[src/rtl/demux_pkg.sv]
`default_nettype none
// ============================================================================
// Module   : demux_pkg
// Brief    : Shared defaults, route classification and drop-counter helper
//            for the registered 1-to-N stream demultiplexer.
// Revision : 1.0 - initial release
// ============================================================================
package demux_pkg;

    localparam int c_DEFAULT_WIDTH  = 8;
    localparam int c_DEFAULT_NUM_CH = 7;
    localparam int c_DEFAULT_SEL_W  = 3;
    localparam int c_DEFAULT_CNT_W  = 8;

    typedef enum logic [1:0] {
        ROUTE_UNICAST = 2'd0,
        ROUTE_DROP    = 2'd1,
        ROUTE_BCAST   = 2'd2
    } route_e;

    // Saturating increment for a counter of 'width' bits (width < 32).
    function automatic logic [31:0] sat_inc(input logic [31:0] value, input int width);
        logic [31:0] max_val;
        max_val = (32'd1 << width) - 32'd1;
        return (value >= max_val) ? value : value + 32'd1;
    endfunction

endpackage
`default_nettype wire

[src/rtl/demux_stream_if.sv]
`default_nettype none
// ============================================================================
// Module   : demux_stream_if
// Brief    : Producer-side and consumer-side handshake bundle of demux_stream.
// Revision : 1.0 - initial release
// ============================================================================
interface demux_stream_if
    import demux_pkg::*;
#(
    parameter int WIDTH  = c_DEFAULT_WIDTH,
    parameter int NUM_CH = c_DEFAULT_NUM_CH,
    parameter int SEL_W  = c_DEFAULT_SEL_W,
    parameter int CNT_W  = c_DEFAULT_CNT_W
);
    logic                    in_valid;
    logic                    in_ready;
    logic [WIDTH-1:0]        in_data;
    logic [SEL_W-1:0]        in_sel;
    logic                    in_bcast;
    logic [NUM_CH-1:0]       out_valid;
    logic [NUM_CH-1:0]       out_ready;
    logic [NUM_CH*WIDTH-1:0] out_data;
    logic [CNT_W-1:0]        drop_cnt;
    logic                    busy;

    modport master (
        output in_valid, in_data, in_sel, in_bcast, out_ready,
        input  in_ready, out_valid, out_data, drop_cnt, busy
    );

    modport slave (
        input  in_valid, in_data, in_sel, in_bcast, out_ready,
        output in_ready, out_valid, out_data, drop_cnt, busy
    );
endinterface
`default_nettype wire

[src/rtl/demux_slot.sv]
`default_nettype none
// ============================================================================
// Module   : demux_slot
// Brief    : One-entry output register for a single demux channel.
// Revision : 1.0 - initial release
// ============================================================================
module demux_slot #(
    parameter int WIDTH = 8
) (
    input  wire logic             clk,
    input  wire logic             rst,
    input  wire logic             i_load,
    input  wire logic [WIDTH-1:0] i_data,
    input  wire logic             i_ready,
    output logic                  o_valid,
    output logic [WIDTH-1:0]      o_data,
    output logic                  o_free
);
    logic             r_full_q;
    logic             w_full_d;
    logic [WIDTH-1:0] r_data_q;
    logic [WIDTH-1:0] w_data_d;

    always_comb begin
        w_full_d = r_full_q;
        w_data_d = r_data_q;
        // A load wins over a drain so a streaming channel stays full.
        if (i_load) begin
            w_full_d = 1'b1;
            w_data_d = i_data;
        end else if (i_ready) begin
            w_full_d = 1'b0;
        end
    end

    always_ff @(posedge clk or posedge rst) begin
        if (rst) begin
            r_full_q <= 1'b0;
            r_data_q <= '0;
        end else begin
            r_full_q <= w_full_d;
            r_data_q <= w_data_d;
        end
    end

    assign o_valid = r_full_q;
    assign o_data  = r_data_q;
    assign o_free  = !r_full_q || i_ready;

endmodule
`default_nettype wire

[src/rtl/demux_stream.sv]
`default_nettype none
// ============================================================================
// Module   : demux_stream
// Brief    : Registered 1-to-NUM_CH stream demux with broadcast, per-channel
//            handshake and a saturating counter of out-of-range beats.
// Revision : 1.0 - initial release
// ============================================================================
module demux_stream
    import demux_pkg::*;
#(
    parameter int WIDTH  = c_DEFAULT_WIDTH,
    parameter int NUM_CH = c_DEFAULT_NUM_CH,
    parameter int SEL_W  = c_DEFAULT_SEL_W,
    parameter int CNT_W  = c_DEFAULT_CNT_W
) (
    input  wire logic     clk,
    input  wire logic     rst,
    demux_stream_if.slave bus
);
    localparam logic [SEL_W:0] c_NUM_CH = (SEL_W+1)'(NUM_CH);

    logic [NUM_CH-1:0]       w_free;
    logic [NUM_CH-1:0]       w_load;
    logic [NUM_CH-1:0]       w_valid;
    logic [NUM_CH*WIDTH-1:0] w_data;
    route_e                  w_route;
    logic                    w_sel_free;
    logic                    w_ready;
    logic                    w_accept;
    logic [CNT_W-1:0]        r_drop_cnt_q;
    logic [CNT_W-1:0]        w_drop_cnt_d;

    always_comb begin
        w_route = ROUTE_UNICAST;
        if (bus.in_bcast) begin
            w_route = ROUTE_BCAST;
        end else if ({1'b0, bus.in_sel} >= c_NUM_CH) begin
            w_route = ROUTE_DROP;
        end

        // Explicit scan keeps out-of-range selects from indexing past w_free.
        w_sel_free = 1'b0;
        for (int i = 0; i < NUM_CH; i++) begin
            if (bus.in_sel == SEL_W'(i)) begin
                w_sel_free = w_free[i];
            end
        end

        case (w_route)
            ROUTE_BCAST: w_ready = &w_free;
            ROUTE_DROP:  w_ready = 1'b1;
            default:     w_ready = w_sel_free;
        endcase

        w_accept = bus.in_valid && w_ready;

        w_load = '0;
        for (int i = 0; i < NUM_CH; i++) begin
            w_load[i] = w_accept && ((w_route == ROUTE_BCAST) ||
                        ((w_route == ROUTE_UNICAST) && (bus.in_sel == SEL_W'(i))));
        end

        w_drop_cnt_d = r_drop_cnt_q;
        if (w_accept && (w_route == ROUTE_DROP)) begin
            w_drop_cnt_d = CNT_W'(sat_inc(32'(r_drop_cnt_q), CNT_W));
        end
    end

    always_ff @(posedge clk or posedge rst) begin
        if (rst) begin
            r_drop_cnt_q <= '0;
        end else begin
            r_drop_cnt_q <= w_drop_cnt_d;
        end
    end

    for (genvar i = 0; i < NUM_CH; i++) begin : g_slot
        demux_slot #(
            .WIDTH (WIDTH)
        ) u_slot (
            .clk     (clk),
            .rst     (rst),
            .i_load  (w_load[i]),
            .i_data  (bus.in_data),
            .i_ready (bus.out_ready[i]),
            .o_valid (w_valid[i]),
            .o_data  (w_data[i*WIDTH +: WIDTH]),
            .o_free  (w_free[i])
        );
    end

    assign bus.in_ready  = w_ready;
    assign bus.out_valid = w_valid;
    assign bus.out_data  = w_data;
    assign bus.drop_cnt  = r_drop_cnt_q;
    assign bus.busy      = |w_valid;

endmodule
`default_nettype wire

[src/flat_wrapper.sv]
// flat-port wrapper written by rule: the top's interface ports become plain ports
module demux_stream_flat import demux_pkg::*;
#(
    parameter int WIDTH  = c_DEFAULT_WIDTH,
    parameter int NUM_CH = c_DEFAULT_NUM_CH,
    parameter int SEL_W  = c_DEFAULT_SEL_W,
    parameter int CNT_W  = c_DEFAULT_CNT_W
)
  (clk, rst, bus_in_valid, bus_in_data, bus_in_sel, bus_in_bcast, bus_out_ready, bus_in_ready, bus_out_valid, bus_out_data, bus_drop_cnt, bus_busy);
  demux_stream_if #(.WIDTH(WIDTH), .NUM_CH(NUM_CH), .SEL_W(SEL_W), .CNT_W(CNT_W)) bus_i ();
  input  wire logic clk;
  input  wire logic rst;
  input wire logic [$bits(bus_i.in_valid)-1:0] bus_in_valid;
  input wire logic [$bits(bus_i.in_data)-1:0] bus_in_data;
  input wire logic [$bits(bus_i.in_sel)-1:0] bus_in_sel;
  input wire logic [$bits(bus_i.in_bcast)-1:0] bus_in_bcast;
  input wire logic [$bits(bus_i.out_ready)-1:0] bus_out_ready;
  output wire logic [$bits(bus_i.in_ready)-1:0] bus_in_ready;
  output wire logic [$bits(bus_i.out_valid)-1:0] bus_out_valid;
  output wire logic [$bits(bus_i.out_data)-1:0] bus_out_data;
  output wire logic [$bits(bus_i.drop_cnt)-1:0] bus_drop_cnt;
  output wire logic [$bits(bus_i.busy)-1:0] bus_busy;
  assign bus_i.in_valid = bus_in_valid;
  assign bus_i.in_data = bus_in_data;
  assign bus_i.in_sel = bus_in_sel;
  assign bus_i.in_bcast = bus_in_bcast;
  assign bus_i.out_ready = bus_out_ready;
  assign bus_in_ready = bus_i.in_ready;
  assign bus_out_valid = bus_i.out_valid;
  assign bus_out_data = bus_i.out_data;
  assign bus_drop_cnt = bus_i.drop_cnt;
  assign bus_busy = bus_i.busy;
  demux_stream #(.WIDTH(WIDTH), .NUM_CH(NUM_CH), .SEL_W(SEL_W), .CNT_W(CNT_W)) u_core (.clk(clk), .rst(rst), .bus(bus_i));
endmodule
[config.mk]
export PLATFORM = sky130hd
export DESIGN_NAME = demux_stream_flat
export DESIGN_NICKNAME = d
export VERILOG_FILES = /design/src/rtl/demux_pkg.sv /design/src/rtl/demux_stream_if.sv /design/src/rtl/demux_slot.sv /design/src/rtl/demux_stream.sv /design/src/flat_wrapper.sv
export SDC_FILE = /design/constraint.sdc
export NUM_CORES = 1
export LEC_CHECK = 0
export CELL_PAD_IN_SITES_DETAIL_PLACEMENT = 2
export CELL_PAD_IN_SITES_GLOBAL_PLACEMENT = 2
export CORE_MARGIN = 2
export CORE_UTILIZATION = 33
export DETAILED_ROUTE_END_ITERATION = 7
export PLACE_DENSITY = 0.95
export SYNTH_ARGS = -nofsm -noshare
export SYNTH_HDL_FRONTEND = slang
export SYNTH_SLANG_ARGS = --single-unit
[constraint.sdc]
create_clock -name clk -period 7.3 [get_ports clk]
set_input_delay 1.095 -clock clk [delete_from_list [all_inputs] [get_ports clk]]
set_output_delay 1.095 -clock clk [all_outputs]
set_load 0.1 [all_outputs]
* After elaboration in Yosys (flattened, before gate mapping)
Index checks and enable logic that the tools add are counted.
** Operators by class
- $lt $le $gt $ge :: 2
- Div/mod/pow operators :: 0
- Mux-type cells :: 24
- Multiply operators :: 0
- Bitwise gates (word level) :: 1
- Shift operators :: 0
- Reduce and logical (&&, ||, !) cells :: 49
- Equal/unequal tests :: 8
- $add $sub $neg :: 1
** Operator list (count)
- 1-bit two-way mux :: 22
- 1-bit logical AND :: 16
- 1-bit logical OR :: 14
- 2-bit nonzero test :: 7
- 3-bit equality test, second input constant :: 3
- 8-bit by 1-bit adder with 8-bit output, second input constant :: 1
- 8-bit >= comparator, second input constant :: 1
- 1-bit zero test :: 7
- 7-bit AND reduction :: 1
- 7-bit OR reduction :: 1
- 3-bit by 2-bit equality test with 1-bit output, second input constant :: 2
- 3-bit by 1-bit equality test with 1-bit output, second input constant :: 1
- 3-bit >= comparator, second input constant :: 1
- 3-bit zero test :: 1
- 2-bit by 1-bit equality test with 1-bit output, second input constant :: 1
- 2-bit equality test, second input constant :: 1
- 2-bit zero test :: 1
- 2-bit two-way mux :: 1
- 1-bit case mux with 2 select lines :: 1
- 2-bit AND reduction :: 1
- 1-bit inverter :: 1
** Word-level totals
- Output and inout port bits :: 73
- Input port bits :: 22
- RAM bits :: 0
- Memories :: 0
- Word-level logic and storage cells :: 100
- Latch bits :: 0
- Memory bits (read-only) :: 0
- Register bits after elaboration :: 71

* Longest topological paths before layout
- Depth in word-level cells :: 13
- Depth in mapped cells :: 7
- Depth with buffers taken out :: 6

* Modules after synthesis
From an unflattened synthesis, not the netlist that was laid out.
** Unflattened totals
- Cell total of the unflattened synthesis :: 228
- Area, all modules :: 3290.7 µm²
** Modules (own cells, without submodules)
- demux_slot :: times used 7, area each 372.9 µm², sequential area each 225.2 µm², cells an instance 21
- demux_stream :: times used 1, area each 680.7 µm², sequential area each 200.2 µm², cells an instance 81

* Worst setup path after synthesis
OpenSTA, ideal clock, no wires.
- Path type :: input port to output port
- From :: in bus_in_sel[1]
- To :: out bus_in_ready
- Cell stages on the path :: 4
- Path slack :: 2.109 ns
- Arrival :: 4.096 ns
- Buffers on the path :: 1
- Data required time :: 6.205 ns
- Path through :: buf_2 > mux4_2 > o211a_1 > o21ai_0
** On the way
- Word-level cells in the longest chain between the ends :: 9
- Elaborated cells between the ends (all ways) :: 20
- Classes of those cells :: 1 x order compare; 8 x eq/ne; 10 x mux; 1 x reduce/logical
** Ends and longest elaborated chain
- start, declared :: line flat_wrapper.sv:15 : input wire logic [$bits(bus_i.in_sel)-1:0] bus_in_sel;
- 3-bit zero test :: line demux_stream.sv:44 : if (bus.in_sel == SEL_W'(i)) begin
- 1-bit two-way mux (7 in a row) :: line demux_stream.sv:44
- 1-bit case mux with 2 select lines (*) :: line demux_stream.sv:49 : case (w_route)
- end, declared :: line flat_wrapper.sv:18 : output wire logic [$bits(bus_i.in_ready)-1:0] bus_in_ready;
Every way passes the cells marked *; elsewhere a longest branch is shown, timed or not.

* Worst setup path after layout
Ends and elaborated chain as after synthesis.

==> impl_summary.txt <==
----------------------------------------------------
[Placement]
  Dpl cell area ... 4080 sq um
  Total half-perimeter wirelength after legalization and detailed placement ... 6.45 mm
  Routability congestion estimate from global placement ... 0.845
  Number of buffer cells added on primary ports ... 94

[Setup path]
  Total buffers and inverters traversed by the critical path ... 2
  Critical Setup Path Class ... in -> out
  CP Data Required Time ... 6.20 ns
  Max stage delay on crit path ... 1.15 ns
  Arrival time reported for the critical path endpoint ... 3.91 ns
  Setup crit start kind ... input port
  Critical path endpoint category ... output port
  Cell mode on critical path ... clkdlybuf4s50_1
  Maximum net fanout on the critical path ... 8
  List of cells traversed by the critical path ... clkdlybuf4s50_1, mux4_2, o211a_1, o21ai_0, clkdlybuf4s50_1
  Worst path top cell family by delay ... buffers and inverters
  CP max stage cell ... clkdlybuf4s50_1

[Yosys]
  Synthesized netlist net count ... 250
  EDFF count, synth ... 0
  Library cell with the largest summed area after synthesis ... dfrtp_1
  Post-synthesis sequential area ratio ... 57.8%
  Mean post-synth cell area ... 13.5 sq um
  Cell with the most instances after synthesis ... dfrtp_1
  Dominant cells by area after synthesis ... dfrtp_1, mux2_2, nand2b_1
  Netlist cell types ... 33
  Gate count after technology mapping ... 227
  Post-synth top flop ... dfrtp_1
  Async S/R FF share, synth ... 100%
  Number of synthesized register bits ... 71
  Share of the synthesized area in the top cell type ... 57.8%
  Synth Cell Area ... 3080 sq um
  Synthesis warning total ... 0
  Leading post-synthesis cells by instance count ... dfrtp_1, mux2_2, nand2b_1

[Clocking]
  Depth of the CTS H-tree ... 3
  Clock tree from TritonCTS ... done
  Post-CTS setup buffer count ... 0
  Number of buffers between clock root and the deepest sink ... 2
  Clock Latency Late Sink ... 0.33 ns
  Clock transition at path regs ... 0.08 ns
  Number of buffers inserted during clock tree synthesis ... 9
  Count of cells resized by post-cts repair ... 0
  # hold bufs at CTS ... 0
  Clk sinks ... 71
  Root buffer cell ... clkbuf_8

[Die]
  Core outline area ... 9150 sq um
  Vertical extent of the die ... 101 um
  Starting utilization of the core area ... 33.6%
  Die outline area ... 10100 sq um
  Count of boundary I/O pins ... 95
  Standard-cell row count ... 35
  Die X ... 101 um

[STA]
  Sum of negative setup slack ... 0 ns
  Max Slew Vio Count ... 0
  Worst slew margin relative to its limit ... 31.4%
  Final worst path period need ... 5.01 ns
  Worst-case clock skew ... 0.0107 ns
  Ratio of final minimum period to clock period ... 68.6%
  Transition time at the pin with the least slew margin ... 1.03 ns
  Unrepaired setup endpoints after global routing ... false
  Final-report hold violation count ... 0
  Highest attainable clock frequency ... 200 MHz
  Final-report setup violation count ... 0

[GRT]
  Leftover overflow at the end of global routing ... 0
  First-pass GRT wire length ... 14.8 mm
  Antenna violations before repair ... 0
  Number of global-route vias before repair ... 2501
  Maximum number of pins on one net before global-route repair ... 72
  Overall track demand over capacity in global routing ... 19.6%

[Routing]
  Total detailed-routing wirelength ... 9.25 mm
  DRC violation count after routing ... 0
  Remaining number of nets flagged by the antenna check after routing ... 0
  Amount of wire on met2 after detailed routing ... 5.10 mm
  Wire length on met1 ... 3.55 mm
  Drt pass-1 iters ... 4
  Via Count ... 2195
  Sum of met3 wire segment lengths after detailed routing ... 546 um
  Average vias per placed instance ... 5.05
  Topmost layer with routed signal wires ... met4
  Initial detailed-routing violation count ... 33
  Mean routed wirelength per cell ... 21.3 um

[Final layout]
  Antenna cells ... 0
  Ratio of cells with drive above 1 in the final layout ... 25.9%
  Final cell area excluding filler cells ... 4330 sq um
  Area grow syn2layout ... 40.6%
  Number of fillers in the final layout ... 899
  Final net count ... 342

[Worst hold path]
  Worst hold-check path type ... reg -> reg

[Flow run]
  Count of max-cap constraint violations ... 0

[Status]
  Outcome ... finished, final reports clean

----------------------------------------------------
[flip-flops by register name, summed over array words and instances (netlist names)]
signal / cells
u_core.bus.drop_cnt: 8
u_core.g_slot.u_slot.o_valid: 7
u_core.g_slot.u_slot.o_data: 56
[stage by stage]
stage / setup WS, ns / utilization, % / std cells / hold slack [ns]
2_1_floorplan: 2.11 / - / 227 / 0.497
3_3_place_gp: 2.37 / 44.6 / 419 / 0.489
3_5_place_dp: 2.29 / 44.6 / 419 / 0.495
4_1_cts: 2.29 / 47.3 / 435 / 0.520
5_1_grt: 2.22 / 47.3 / 435 / 0.524
6_report: 2.29 / 47.3 / 435 / 0.514
[per-layer routing]
metal / GRT usage, % / vias up
met3: 6.17 / 4
met5: 0 / -
met1: 22.4 / 1153
met4: 4.11 / 0
met2: 36.0 / 60
li1: - / 978
[kinds of logic (layout without fill, tap and decap cells)]
| logic type | Yosys count | count (layout) | share of synthesized area, % |
|---|---|---|---|
| xor+xnor | 7 | 7 | 1.99 |
| buf+inv | 21 | 118 | 3.54 |
| flops | 71 | 71 | 57.8 |
| mux | 58 | 58 | 21.6 |
| fa+ha+maj | 1 | 1 | 0.407 |
| simple gates | 45 | 45 | 8.02 |
| compound gates | 24 | 24 | 6.67 |
[worst paths after layout]
kind	startpoint	endpoint	slack, ns	cells after the start
min in group asynchronous	rst	u_core.g_slot[2].u_slot.o_data[6]	1.35	3
max	bus_in_sel[1]	bus_in_ready	2.29	5
max reg2reg	u_core.g_slot[1].u_slot.o_valid	u_core.g_slot[0].u_slot.o_data[3]	4.44	5
max in group asynchronous	rst	u_core.g_slot[0].u_slot.o_data[3]	5.37	3
min	u_core.g_slot[5].u_slot.o_data[0]	u_core.g_slot[5].u_slot.o_data[0]	0.51	1
min reg2reg	u_core.g_slot[5].u_slot.o_data[0]	u_core.g_slot[5].u_slot.o_data[0]	0.51	1
[layout make-up]
cell class | count | area, sq um | area share, %
sequential | 71 | 1780 | 41.1
multi-input combinational | 135 | 1190 | 27.5
timing repair buffer | 95 | 948 | 21.9
clock buffer | 9 | 124 | 2.86
clock inverter | 7 | 121 | 2.81
inverter | 7 | 26.3 | 0.607
tap | 111 | 139 | 3.21
[cells in the final DEF, fill, tap and decap left out, drive strengths merged, types with 4 or more instances in the layout]
cell type | Yosys | final
clkdlybuf4s50 | 0 | 94
nand2 | 7 | 7
a21oi | 8 | 8
clkinv | 0 | 4
o21ai | 4 | 4
nor2b | 6 | 6
nand3 | 5 | 5
mux2 | 57 | 57
clkbuf | 3 | 9
nor2 | 6 | 6
xnor2 | 4 | 4
a21o | 4 | 4
nand2b | 11 | 11
dfrtp | 71 | 71
inv | 7 | 7
Power is left out: the tool's default activity adds up to more than one toggle a clock period on the data nets, which glitch-free logic cannot reach.
